[src/rtl/uart_rx.sv]
// UART receiver: 2-flop synchronizer, divisor tick generator, oversampling
// start/data/stop FSM and a first-word-fall-through FIFO for received words.
module uart_rx #(
    parameter int unsigned DATA_WIDTH = 32,
    parameter int unsigned FIFO_DEPTH = 4,
    parameter int unsigned NTICKS     = 16
) (
    input  logic                  clk,
    input  logic                  reset_n,
    input  logic                  rx,
    input  logic [10:0]           divisor,
    input  logic                  rden,
    output logic [DATA_WIDTH-1:0] r_data,
    output logic                  rx_empty,
    output logic                  rx_full,
    output logic                  frame_err,
    output logic                  overrun
);

    localparam int unsigned SW = $clog2(NTICKS);
    localparam int unsigned NW = (DATA_WIDTH > 1) ? $clog2(DATA_WIDTH) : 1;
    localparam int unsigned AW = $clog2(FIFO_DEPTH);
    localparam int unsigned CW = AW + 1;

    localparam logic [SW-1:0] S_HALF = SW'(NTICKS / 2 - 1);
    localparam logic [SW-1:0] S_LAST = SW'(NTICKS - 1);
    localparam logic [NW-1:0] N_LAST = NW'(DATA_WIDTH - 1);
    localparam logic [CW-1:0] C_FULL = CW'(FIFO_DEPTH);

    typedef enum logic [1:0] {IDLE, START, DATA, STOP} state_t;

    logic                  rx_q1, rx_s;
    logic [10:0]           tick_cnt;
    logic                  tick;
    state_t                state, state_n;
    logic [SW-1:0]         s_cnt, s_n;
    logic [NW-1:0]         n_cnt, n_n;
    logic [DATA_WIDTH-1:0] shreg, shreg_n;
    logic                  push, ferr;

    logic [DATA_WIDTH-1:0] mem [FIFO_DEPTH];
    logic [AW-1:0]         rd_ptr, wr_ptr;
    logic [CW-1:0]         count;
    logic                  do_pop, do_push;

    always_ff @(posedge clk) begin
        if (!reset_n) begin
            rx_q1 <= 1'b1;
            rx_s  <= 1'b1;
        end else begin
            rx_q1 <= rx;
            rx_s  <= rx_q1;
        end
    end

    always_ff @(posedge clk) begin
        if (!reset_n)               tick_cnt <= '0;
        else if (tick_cnt == divisor) tick_cnt <= '0;
        else                        tick_cnt <= tick_cnt + 11'd1;
    end

    assign tick = (tick_cnt == divisor);

    always_ff @(posedge clk) begin
        if (!reset_n) begin
            state <= IDLE;
            s_cnt <= '0;
            n_cnt <= '0;
            shreg <= '0;
        end else begin
            state <= state_n;
            s_cnt <= s_n;
            n_cnt <= n_n;
            shreg <= shreg_n;
        end
    end

    always_comb begin
        state_n = state;
        s_n     = s_cnt;
        n_n     = n_cnt;
        shreg_n = shreg;
        case (state)
            IDLE: begin
                if (!rx_s) begin
                    state_n = START;
                    s_n     = '0;
                end
            end
            START: begin
                if (tick) begin
                    if (s_cnt == S_HALF) begin
                        if (!rx_s) begin
                            state_n = DATA;
                            s_n     = '0;
                            n_n     = '0;
                        end else begin
                            state_n = IDLE;
                        end
                    end else begin
                        s_n = s_cnt + SW'(1);
                    end
                end
            end
            DATA: begin
                if (tick) begin
                    if (s_cnt == S_LAST) begin
                        shreg_n = {rx_s, shreg[DATA_WIDTH-1:1]};
                        s_n     = '0;
                        if (n_cnt == N_LAST) state_n = STOP;
                        else                 n_n = n_cnt + NW'(1);
                    end else begin
                        s_n = s_cnt + SW'(1);
                    end
                end
            end
            STOP: begin
                if (tick) begin
                    if (s_cnt == S_LAST) begin
                        state_n = IDLE;
                        s_n     = '0;
                    end else begin
                        s_n = s_cnt + SW'(1);
                    end
                end
            end
            default: state_n = IDLE;
        endcase
    end

    always_comb begin
        push = 1'b0;
        ferr = 1'b0;
        if (state == STOP && tick && s_cnt == S_LAST) begin
            push = rx_s;
            ferr = !rx_s;
        end
    end

    // A pop in the same cycle frees the slot, so a push into a full FIFO succeeds.
    assign rx_empty = (count == '0);
    assign rx_full  = (count == C_FULL);
    assign do_pop   = rden && !rx_empty;
    assign do_push  = push && (!rx_full || do_pop);
    assign r_data   = mem[rd_ptr];

    always_ff @(posedge clk) begin
        if (do_push) mem[wr_ptr] <= shreg;
    end

    always_ff @(posedge clk) begin
        if (!reset_n) begin
            rd_ptr    <= '0;
            wr_ptr    <= '0;
            count     <= '0;
            frame_err <= 1'b0;
            overrun   <= 1'b0;
        end else begin
            frame_err <= ferr;
            overrun   <= push && rx_full && !do_pop;
            if (do_push) wr_ptr <= wr_ptr + AW'(1);
            if (do_pop)  rd_ptr <= rd_ptr + AW'(1);
            case ({do_push, do_pop})
                2'b10:   count <= count + CW'(1);
                2'b01:   count <= count - CW'(1);
                default: count <= count;
            endcase
        end
    end

endmodule

[config.mk]
export PLATFORM = sky130hd
export DESIGN_NAME = uart_rx
export DESIGN_NICKNAME = d
export VERILOG_FILES = /design/src/rtl/uart_rx.sv
export SDC_FILE = /design/constraint.sdc
export NUM_CORES = 1
export LEC_CHECK = 0
export ABC_AREA = 1
export CORE_MARGIN = 3
export CORE_UTILIZATION = 40
export CTS_CLUSTER_DIAMETER = 80
export DETAILED_ROUTE_END_ITERATION = 10
export GPL_ROUTABILITY_DRIVEN = 1
export RECOVER_POWER = 50
export SYNTH_ARGS = -nofsm -noshare
export SYNTH_HDL_FRONTEND = slang
export SYNTH_SLANG_ARGS = --single-unit
export TNS_END_PERCENT = 50
[constraint.sdc]
create_clock -name clk -period 4.78 [get_ports clk]
set_clock_uncertainty 0.1 [all_clocks]
set_input_delay 0.956 -clock clk [delete_from_list [all_inputs] [get_ports clk]]
set_output_delay 0.956 -clock clk [all_outputs]
set_load 0.05 [all_outputs]
### Word level (Yosys, flattened, before mapping)

Memory sizes are Yosys's and may differ from the RTL's. A register that Yosys moved wholly into a read port is not among the register bits.
Index checks and enable logic that the tools add are counted.

| storage, ports and cells | value |
|---|---|
| logic and storage cells | 93 |
| bits in latches | 0 |
| register bits | 65 |
| input bits | 15 |
| memory bits (writable) | 128 |
| ROM bits | 0 |
| memories kept | 1 |

Memory list:

| name | depth | width | read ports | clocked after Yosys merged registers in | write ports | RTL line | RTL |
|---|---|---|---|---|---|---|---|
| mem | 4 | 32 | 1 | 1 | 1 | 41 | `logic [DATA_WIDTH-1:0] mem [FIFO_DEPTH];` |

| operators by class | value |
|---|---|
| multipliers | 0 |
| shift-type cells | 0 |
| add/subtract/negate cells | 7 |
| equal/unequal tests | 21 |
| bitwise operators | 1 |
| muxes and demuxes | 29 |
| div/mod/pow operators | 0 |
| $lt $le $gt $ge | 0 |
| reduce and logical (&&, ||, !) cells | 22 |

Operators by type and width:

| operator | count |
|---|---|
| two-way mux 5 bit | 6 |
| two-way mux 2 bit | 11 |
| two-way mux 4 bit | 5 |
| != test 2 bit (second input constant) | 10 |
| case mux 4 bit (3 select lines) | 1 |
| adder 11 x 1 -> 11 bit (second input constant) | 1 |
| equality test 11 bit | 1 |
| case mux 5 bit (2 select lines) | 1 |
| case mux 2 bit (4 select lines) | 1 |
| AND reduction 8 bit | 1 |
| AND reduction 7 bit | 1 |
| equality test 2 bit (second input constant) | 3 |
| logical AND 1 bit | 6 |
| case mux 3 bit (2 select lines) | 1 |
| adder 5 x 1 -> 5 bit (second input constant) | 1 |
| equality test 5 bit (second input constant) | 1 |
| adder 2 x 1 -> 2 bit (second input constant) | 2 |
| adder 4 x 1 -> 4 bit (second input constant) | 1 |
| equality test 2 x 1 -> 1 bit (second input constant) | 2 |
| equality test 4 x 3 -> 1 bit (second input constant) | 1 |
| equality test 4 bit (second input constant) | 1 |
| logical NOT 1 bit | 4 |
| AND reduction 2 bit | 2 |
| nonzero test 2 bit | 2 |
| 11 further kinds | 14 |

### Depth between registers and ports, before layout

| logic depth | value |
|---|---|
| word-level depth | 7 |
| gate-level depth with buffers | 17 |
| gate-level depth less buffers | 17 |

### Worst setup path after synthesis

Ideal clock, no wire load.

| timing | value |
|---|---|
| path type | input port to flip-flop |
| from | input divisor[7] |
| to | memory mem[0][0] (enable) |
| setup slack | 1.074 ns |
| buffers on the path | 0 |
| setup time | 0.421 ns |
| arrival time | 3.185 ns |
| stages | 7 |
| cell sequence | xnor2_1 -> nand2_1 -> nor2_1 -> nand4_1 -> nor2_1 -> nand2_1 -> nor2_1 |

| on the way | value |
|---|---|
| cells in the longest elaborated chain, start to end | 7 |

RTL lines:

| what | RTL line | RTL |
|---|---|---|
| from (decl) | 11 | `input logic [10:0] divisor,` |
| equality test 11 bit | 62 | `assign tick = (tick_cnt == divisor);` |
| logical AND 1 bit (2 in series) | 134 | `if (state == STOP && tick && s_cnt == S_LAST) begin` |
| two-way mux 1 bit | 134 |  |
| logical AND 1 bit | 144 | `assign do_push = push && (!rx_full \|\| do_pop);` |
| two-way mux 1 bit | 148 | `if (do_push) mem[wr_ptr] <= shreg;` |
| two-way mux 1 bit (implied by the code) | 148 |  |
| to (decl) | 41 |  |

No other way between the ends.

### Worst setup path after layout

| timing | value |
|---|---|
| from | input divisor[8] |
| to | register shreg[0] |

| on the way | value |
|---|---|
| cells in the longest elaborated chain, start to end | 2 |

RTL lines:

| what | RTL line | RTL |
|---|---|---|
| equality test 11 bit | 62 |  |
| AND reduction 3 bit (no line) | -- |  |
| to (signal assigned) | 74 | `shreg <= shreg_n;` |
| to (decl) | 38 | `logic [DATA_WIDTH-1:0] shreg, shreg_n;` |

No other way between the ends.
A chain may end at the register's enable or synchronous reset.

==> impl_metrics.env <==
export IMPL_synth_area_um2=7780
export IMPL_synth_lib_cells_used_distinct=39
export IMPL_dieArea_um2=21200
export IMPL_failed_checks="max-capacitance violations, max-slew violations"
export IMPL_dpl_cell_count=1018
export IMPL_grt_pass1_vias=5110
export IMPL_leak_nw=3.51
export IMPL_cts_root_buf="sky130_fd_sc_hd__clkbuf_16"
export IMPL_drive_above_1_share_pct=10.5
export IMPL_post_route_util_pct=47.4
export IMPL_antenna_found_initial=0
export IMPL_post_synth_main_area_contributors="sky130_fd_sc_hd__edfxtp_1 (49%), sky130_fd_sc_hd__dfxtp_1 (17%), sky130_fd_sc_hd__o21ai_0 (4.9%), sky130_fd_sc_hd__nor2_1 (4.8%), sky130_fd_sc_hd__nand2_1 (4.6%)"
export IMPL_synth_largest_area_cell="sky130_fd_sc_hd__edfxtp_1"
export IMPL_antenna_violating_nets_post_route=0
export IMPL_drc=0
export IMPL_grt_max_degree=65
export IMPL_detailroute_via_count=5358
export IMPL_path_max_fanout=33
export IMPL_detail_route_first_pass_iterations=5
export IMPL_p_total_w=0.00370
export IMPL_cts_inserted_buffers=17
export IMPL_final_fill_count=1762
export IMPL_diodes=0
export IMPL_irDropWorstVdd_mv=0.283
export IMPL_net_count_synth=757
export IMPL_setup_worst_path_end_class="flip-flop"
export IMPL_grt_setup_unrepaired="no"
export IMPL_numPortBuffers=50
export IMPL_tns_ns=0
export IMPL_dp_final_hpwl_um=9650
export IMPL_post_synth_cell_area_avg_um2=10.6
export IMPL_arrival_ns=3.98
export IMPL_drt_iter0_markers=436
export IMPL_hold_viol=0
export IMPL_grt_first_pass_wirelength_um=26600
export IMPL_run_status="finished with violations"
export IMPL_max_cap_viol_count=1
export IMPL_place_ws_ns=1.20
export IMPL_seq_area_frac_synth_pct=66.7
export IMPL_report_final_slew_viol_count=33
export IMPL_period_share_pct=78.1
export IMPL_finalSetupViolCount=0
export IMPL_cts_clk_slew_worst_paths_ns=0.07
export IMPL_die_h_um=145
export IMPL_die_x_um=145
export IMPL_gp_congestion=0.816
export IMPL_worst_pin_slew_ns=1.56
export IMPL_routed_wl_um=16500
export IMPL_cts_resized=0
export IMPL_area_growth_synth_to_final_pct=15.1
export IMPL_setup_worst_path_start_class="input pin"
export IMPL_clock_sinks=195
export IMPL_clock_tree_buffer_depth=2
export IMPL_tritoncts="done"
export IMPL_worst_setup_path_type="in2reg"
export IMPL_cellPowerDensity_nw_per_um2=413
export IMPL_mapped_cells=733
export IMPL_worstSkewPairLatency_ns=0.43
export IMPL_ys_seq_elements=195
export IMPL_maxSlewHeadroom_pct=-3.73
export IMPL_cts_htree_levels=4
export IMPL_fp_coreArea_um2=18900
export IMPL_avgRoutedWirePerCell_um=15.7
export IMPL_seq_area_um2=5190
export IMPL_avgViaCountPerCell=5.10
export IMPL_setup_ws_ns=1.05
export IMPL_path_type_of_the_worst_min_delay_path="reg2reg"
export IMPL_grt_total_usage_pct=15.5
export IMPL_floorplan_rows=50
export IMPL_post_cts_setup_buffers=0
export IMPL_cts_hold_fix_buffers=0
export IMPL_boundaryPins=51
export IMPL_grt_remaining_overflow=0
export IMPL_multiInputGateArea_um2=2250
export IMPL_worst_ep_required_time_ns=5.02
export IMPL_synth_top_cell_area_share_pct=49.4
export IMPL_period_minus_slack_ns=3.73
export IMPL_finish_cell_count_without_fillers=1050
export IMPL_yosysWarningCount=0
export IMPL_initial_core_util_pct=41.2
export IMPL_max_clock_freq_ghz=0.268
export IMPL_number_of_nets_in_the_finished_design=801
[metal layers]
| metal | vias up | GRT usage (%) | wire length [um] |
|---|---|---|---|
| li1 | 2644 | - | - |
| met1 | 2580 | 21.0 | 7730 |
| met2 | 118 | 25.1 | 7920 |
| met3 | 16 | 3.39 | 626 |
| met4 | 0 | 5.13 | 170 |
| met5 | - | 0 | 0 |
[state kept, by name, indices dropped and copies added, names as in the netlist, named ones only]
register / count
frame_err: 1
rx_q1: 1
s_cnt: 4
mem: 128
tick_cnt: 11
count: 3
state: 1
wr_ptr: 2
overrun: 1
rd_ptr: 2
n_cnt: 5
rx_s: 1
shreg: 32
[layout make-up]
type / instances / share of cell area, %
tap: 260 / 3.63
inverter: 46 / 1.93
clock inverter: 13 / 0.951
clock buffer: 19 / 4.84
sequential: 195 / 57.9
multi-input combinational: 456 / 25.2
timing repair buffer: 61 / 5.54
[synthesized netlist by cell type, drive strengths merged]
library cell / count
buf: 10
o21a: 3
nor4: 2
a21oi: 53
clkbuf: 26
o21ai: 78
a211oi: 2
or2: 3
xor2: 2
inv: 44
nor3: 8
edfxtp: 128
ha: 8
and3: 2
or3: 1
xnor2: 5
nor3b: 3
o21bai: 2
nand2: 100
o22ai: 32
nand3: 45
nand4: 4
clkinv: 2
nor2: 101
fa: 1
dfxtp: 67
nand2b: 1
[final timing paths]
| check | start | endpoint | slack (ns) | depth (start not counted) |
|---|---|---|---|---|
| setup / recovery | divisor[8] | shreg[0]$_SDFFE_PN0P_ | 1.05 | 14 |
| hold / removal | rx_q1$_SDFF_PN1_ | rx_s$_SDFF_PN1_ | 0.32 | 1 |
| setup reg to reg | tick_cnt[0]$_SDFF_PP0_ | shreg[0]$_SDFFE_PN0P_ | 1.74 | 12 |
| hold reg to reg | rx_q1$_SDFF_PN1_ | rx_s$_SDFF_PN1_ | 0.32 | 1 |
[layout by cell type (no fill, tap or decap), types with 32 or more instances in the layout]
master,instances
sky130_fd_sc_hd__edfxtp_1,128
sky130_fd_sc_hd__nand2_1,99
sky130_fd_sc_hd__nor2_1,96
sky130_fd_sc_hd__dfxtp_1,66
sky130_fd_sc_hd__a21oi_1,53
sky130_fd_sc_hd__o22ai_1,32
sky130_fd_sc_hd__inv_1,39
sky130_fd_sc_hd__nand3_1,45
sky130_fd_sc_hd__buf_4,41
sky130_fd_sc_hd__o21ai_0,76
[power breakdown]
group	leakage (nW)	total [W]	switching, W	internal, W
Clock	0.240	0.00128	0.000615	0.000661
Sequential	2.03	0.00180	0.0000156	0.00179
Combinational	1.24	0.000617	0.000438	0.000179
Total	3.51	0.00370	0.00107	0.00263
[worst max-delay path: stages]
cell and delay [ns]:
sky130_fd_sc_hd__dlygate4sd3_1 0.56, sky130_fd_sc_hd__inv_1 0.06, sky130_fd_sc_hd__nand2_1 0.04, sky130_fd_sc_hd__nand2_1 0.06, sky130_fd_sc_hd__nor2_1 0.04, sky130_fd_sc_hd__nand2_1 0.06, sky130_fd_sc_hd__nor2_1 0.06, sky130_fd_sc_hd__nand2_1 0.26
sky130_fd_sc_hd__nor2_8 0.04, sky130_fd_sc_hd__buf_4 0.25, sky130_fd_sc_hd__nand2_1 0.10, sky130_fd_sc_hd__clkbuf_1 1.13, sky130_fd_sc_hd__nand2_1 0.14, sky130_fd_sc_hd__a21oi_1 0.18
[cell families after synthesis]
logic type | after synthesis | share of synthesized area (%)
flops | 195 | 66.7
xor+xnor | 7 | 0.788
simple gates | 270 | 15.2
compound gates | 170 | 11.7
fa+ha+maj | 9 | 1.54
buf+inv | 82 | 4.09
[through the flow]
stage                     cell area, um2  hold WS [ns]
after global routing                8950         0.332
after CTS                           8990         0.324
after global placement              8470         0.298
after detailed placement            8470         0.309
after floorplan                     7780         0.293
final                               8950         0.317
(Power assumes the default switching activity.)
